==> src/rtl/pipelined_adder.sv <==
// Pipelined add/subtract unit: the carry chain is split into STAGES segments, one resolved per
// clock, with valid/ready handshakes on both sides and C/V/Z flags on every result.
module pipelined_adder #(
  parameter int unsigned WIDTH  = 32,
  parameter int unsigned STAGES = 4
) (
  input  logic             clk,
  input  logic             rst,
  input  logic [WIDTH-1:0] A,
  input  logic [WIDTH-1:0] B,
  input  logic             SUB,
  input  logic             in_valid,
  output logic             in_ready,
  output logic [WIDTH-1:0] Y,
  output logic             C,
  output logic             V,
  output logic             Z,
  output logic             out_valid,
  input  logic             out_ready
);

  localparam int unsigned SEG  = WIDTH / STAGES;
  localparam int unsigned LAST = STAGES - 1;

  logic [STAGES-1:0] vld_q, vld_d;
  logic [STAGES-1:0] cy_q, cy_d;
  logic [WIDTH-1:0]  a_q  [STAGES];
  logic [WIDTH-1:0]  a_d  [STAGES];
  logic [WIDTH-1:0]  bx_q [STAGES];
  logic [WIDTH-1:0]  bx_d [STAGES];
  logic [WIDTH-1:0]  s_q  [STAGES];
  logic [WIDTH-1:0]  s_d  [STAGES];
  logic              v_q, v_d;
  logic              z_q, z_d;

  logic [STAGES-1:0] src_v;
  logic [STAGES-1:0] src_cy;
  logic [WIDTH-1:0]  src_a  [STAGES];
  logic [WIDTH-1:0]  src_bx [STAGES];
  logic [WIDTH-1:0]  src_s  [STAGES];
  logic [SEG:0]      seg_sum;
  logic              advance_c;

  assign advance_c = !vld_q[LAST] || out_ready;
  assign in_ready  = advance_c;

  // Stage k resolves segment k from what stage k-1 registered; bubbles are zeroed so the
  // output registers read 0 whenever out_valid is low.
  always_comb begin
    src_v[0]  = in_valid;
    src_a[0]  = A;
    src_bx[0] = SUB ? ~B : B;
    src_s[0]  = '0;
    src_cy[0] = SUB;
    for (int k = 1; k < STAGES; k++) begin
      src_v[k]  = vld_q[k-1];
      src_a[k]  = a_q[k-1];
      src_bx[k] = bx_q[k-1];
      src_s[k]  = s_q[k-1];
      src_cy[k] = cy_q[k-1];
    end

    seg_sum = '0;
    for (int k = 0; k < STAGES; k++) begin
      seg_sum = {1'b0, src_a[k][k*SEG +: SEG]} + {1'b0, src_bx[k][k*SEG +: SEG]}
              + (SEG+1)'(src_cy[k]);
      vld_d[k] = src_v[k];
      a_d[k]   = '0;
      bx_d[k]  = '0;
      s_d[k]   = '0;
      cy_d[k]  = 1'b0;
      if (src_v[k]) begin
        a_d[k]                = src_a[k];
        bx_d[k]               = src_bx[k];
        s_d[k]                = src_s[k];
        s_d[k][k*SEG +: SEG]  = seg_sum[SEG-1:0];
        cy_d[k]               = seg_sum[SEG];
      end
    end

    v_d = (a_d[LAST][WIDTH-1] == bx_d[LAST][WIDTH-1]) &&
          (s_d[LAST][WIDTH-1] != a_d[LAST][WIDTH-1]);
    z_d = vld_d[LAST] && (s_d[LAST] == '0);
  end

  // Whole pipeline shifts together or holds together.
  always_ff @(posedge clk or posedge rst) begin
    if (rst) begin
      vld_q <= '0;
      cy_q  <= '0;
      a_q   <= '{default: '0};
      bx_q  <= '{default: '0};
      s_q   <= '{default: '0};
      v_q   <= 1'b0;
      z_q   <= 1'b0;
    end else if (advance_c) begin
      vld_q <= vld_d;
      cy_q  <= cy_d;
      a_q   <= a_d;
      bx_q  <= bx_d;
      s_q   <= s_d;
      v_q   <= v_d;
      z_q   <= z_d;
    end
  end

  assign Y         = s_q[LAST];
  assign C         = cy_q[LAST];
  assign V         = v_q;
  assign Z         = z_q;
  assign out_valid = vld_q[LAST];

endmodule

==> config.mk <==
export PLATFORM = sky130hd
export DESIGN_NAME = pipelined_adder
export DESIGN_NICKNAME = d
export VERILOG_FILES = /design/src/rtl/pipelined_adder.sv
export SDC_FILE = /design/constraint.sdc
export NUM_CORES = 1
export LEC_CHECK = 0
export ABC_AREA = 1
export CORE_AREA = 2 2 152 154
export CTS_CLUSTER_DIAMETER = 150
export DETAILED_ROUTE_END_ITERATION = 10
export DIE_AREA = 0 0 154 156
export PLACE_DENSITY = 0.6
export SYNTH_ARGS = -nofsm -noshare
export SYNTH_HDL_FRONTEND = slang
export SYNTH_SLANG_ARGS = --single-unit
==> constraint.sdc <==
create_clock -name clk -period 17.4 [get_ports clk]
set_input_delay 3.48 -clock clk [delete_from_list [all_inputs] [get_ports clk]]
set_output_delay 3.48 -clock clk [all_outputs]
set_load 0.005 [all_outputs]
==> impl_metrics.tcl <==
set metrics [dict create \
    status "finished clean" \
    synth_area_per_cell_um2 9.048 \
    vias 6323 \
    nets 1133 \
    yosysMostFrequentCell "nand2_1" \
    cp_common_cell "clkdlybuf4s50_1" \
    min_from "Y[28]" \
    postCtsHoldBufs 0 \
    finClkSkew_ns 0.009736 \
    path_delay_family "buffers and inverters" \
    fin_crit_sh_pct 47.03 \
    io_pins 106 \
    drc 0 \
    synth_common_cells "238 x nand2_1, 186 x dfrtp_1, 119 x inv_1" \
    hold-path-endpoint "Y[28]" \
    htree_levels 4 \
    worstPathRequired_ns 13.92 \
    final-hold-violation-count 0 \
    finalMaxSlewViolations 0 \
    worstSetupStartpointType "primary input" \
    relSlewSlack_pct 26.67 \
    final_layout_size_suffix_gt1_share_pct 4.607 \
    critical_path_class "primary input to output port" \
    regToRegStartpoint "vld_q[3]" \
    antenna_found_initial 0 \
    die_w_um 154 \
    critPathMaxFanout 4 \
    synth_seq_cells 186 \
    grt_setup_unrepaired "no" \
    initial_core_util_pct 39.65 \
    grt_pass1_wl_um 30990 \
    ff_latch_area_mm2 0.004654 \
    power_density_mw_per_mm2 127.3 \
    worst_skew_pair.late_latency_ns 0.43 \
    worst_slack_ns 9.216 \
    tightestPinTransition_ns 1.100 \
    design_area_mm2 0.01040 \
    drtPass1Iterations 4 \
    wl_per_cell_um 13.93 \
    cts_tree "yes" \
    synth-seq-area-share_pct 52.49 \
    grtUsageTotal_pct 16.02 \
    ctsResizeCount 0 \
    antenna_cells 0 \
    synthFlopType "dfrtp_1" \
    placed_cell_area_mm2 0.009814 \
    grt_overflow_total 0 \
    synth-edff-count 0 \
    die_height_um 156 \
    cts.clk_slew.worst_paths_ns 0.07 \
    synth_top_area_share_pct 52.49 \
    fill_cells 2167 \
    max_stage_delay_ns 0.56 \
    fmax_ghz 0.1222 \
    dieArea_mm2 0.02402 \
    numClockSinks 186 \
    hpwl_um 12890 \
    path_cells "clkdlybuf4s50_1 -> inv_1 -> nand2_2 -> clkdlybuf4s50_1" \
    path_buf_inv 3 \
    cts_buffer_depth 2 \
    yosysUniqueCellTypes 30 \
    place.gp.congestion 0.7778 \
    fin_cells 1327 \
    multi_input_area_mm2 0.003267 \
    period_minus_slack_ns 8.184 \
    hold_depth 2 \
    async_flop_share_pct 100.0 \
    cts_buffers 17 \
    ys_warn_count 0 \
    ff2ff_path_depth 6 \
    grt_max_degree 111 \
    hold_class "flip-flop to flip-flop" \
    cp_data_arrival_time_ns 4.70 \
    core_area_mm2 0.02237 \
    r2r_end "s_q[100]" \
    fp-row-count 55 \
    viasPerCell 4.765 \
    antenna_left 0 \
    synthTopCellsByArea "dfrtp_1 52%, nand2_1 10%, o21ai_0 6.3%" \
    ir_worst_vdd_mv 0.06069 \
    root_buffer "clkbuf_16" \
    dp_slack_ns 9.214 \
    dr.first_iter.drc_count 397 \
    place_inst 1295 \
    endpoint_kind "output port" \
    synth_nets 1084 \
    drv_cap 0 \
    wl_um 18490 \
    cpMaxStageDelayCell "clkdlybuf4s50_1" \
    cp.depth 4 \
    power.total_w 0.001324 \
    yosys.area.top_type "dfrtp_1" \
    p_leak_nw 4.912 \
    setup_viol 0 \
    netlist_instances 980 \
    grt_pass1_vias 5911 \
    syn_to_final_growth_pct 17.29 \
    postCtsSetupBuffers 0 \
    portBuffers 105 \
    netlist_area_mm2 0.008867 \
    fin_tns_setup_ns 0 \
    reg2reg_slack_ns 14.21 \
]
## worst min-delay path, stage by stage, from the launching register on
cell,delay [ns]
dfrtp_1,0.34
nand2_1,0.05
nand2_1,0.05
## report_power, final
group | switching, W | total (W) | leakage, nW | internal (W)
clock network | 0.000169 | 0.000385 | 0.284 | 0.000217
registers | 0.0000556 | 0.000582 | 2.50 | 0.000527
logic | 0.000224 | 0.000356 | 2.13 | 0.000132
total | 0.000448 | 0.00132 | 4.91 | 0.000876
## flip-flops by register name (all words and copies together), names as in the netlist
signal,count
vld_q,4
a_q,48
s_q,48
Y,32
bx_q,48
cy_q,4
V,1
Z,1
## how the worst max path moves through the flow
stage,from,endpoint,slack (ns)
after floorplan,rst,V,8.86
after global placement,out_ready,in_ready,9.20
after detailed placement,out_ready,in_ready,9.21
after CTS,out_ready,in_ready,9.20
after global routing,out_ready,in_ready,9.17
final,out_ready,in_ready,9.22
## routing by layer
metal / global-route usage [%] / wire, um / vias to the layer above
met5: 0 / 0 / -
met4: 3.738 / 148 / 0
met2: 21.70 / 7491 / 128
li1: - / - / 3250
met3: 3.472 / 888 / 13
met1: 25.69 / 9963 / 2932
## metrics by stage
step           hold slack [ns]  util [%]
2_1_floorplan           0.4494         -
3_3_place_gp            0.4658     43.88
3_5_place_dp            0.4674     43.88
4_1_cts                 0.4853     46.50
5_1_grt                 0.5021     46.50
6_report                0.4803     46.50
## area by class of cell
class / instances / share of cell area (%)
tap: 285 / 3.429
inverter: 123 / 4.500
clock buffer: 19 / 4.259
sequential: 186 / 44.75
multi-input combinational: 593 / 31.41
clock inverter: 13 / 1.372
timing repair buffer: 108 / 10.27
## cell usage in the layout (no fill, tap or decap)
cell type,n
a31oi_1,1
dfrtp_1,186
nand2_2,6
inv_2,3
ha_1,28
nand3b_1,5
clkbuf_1,1
o22ai_1,50
fa_1,7
inv_6,4
o211ai_1,3
clkbuf_8,1
clkbuf_16,17
nand4_1,11
nor2_1,24
clkinv_2,4
a21oi_1,26
a32o_1,1
clkdlybuf4s50_1,104
o21ai_0,111
nand3_1,20
xnor2_1,25
a21o_1,1
buf_2,1
o21a_1,1
o21ai_1,10
nor2_4,2
a211oi_1,1
o32ai_1,1
clkinv_4,3
bufinv_16,2
a22o_1,13
buf_4,3
clkinvlp_4,2
nand2_1,237
inv_1,118
xor2_1,9
## cells by family (layout without fill, tap and decap cells)
kind of cell | Yosys count | in the layout | synth area share, %
compound gates | 219 | 219 | 13.90
fa+ha+maj | 35 | 35 | 5.531
flops | 186 | 186 | 52.49
xor+xnor | 34 | 34 | 3.358
buf+inv | 201 | 263 | 10.70
simple gates | 305 | 305 | 14.03
Note: power is estimated with default switching activity, not from simulation.
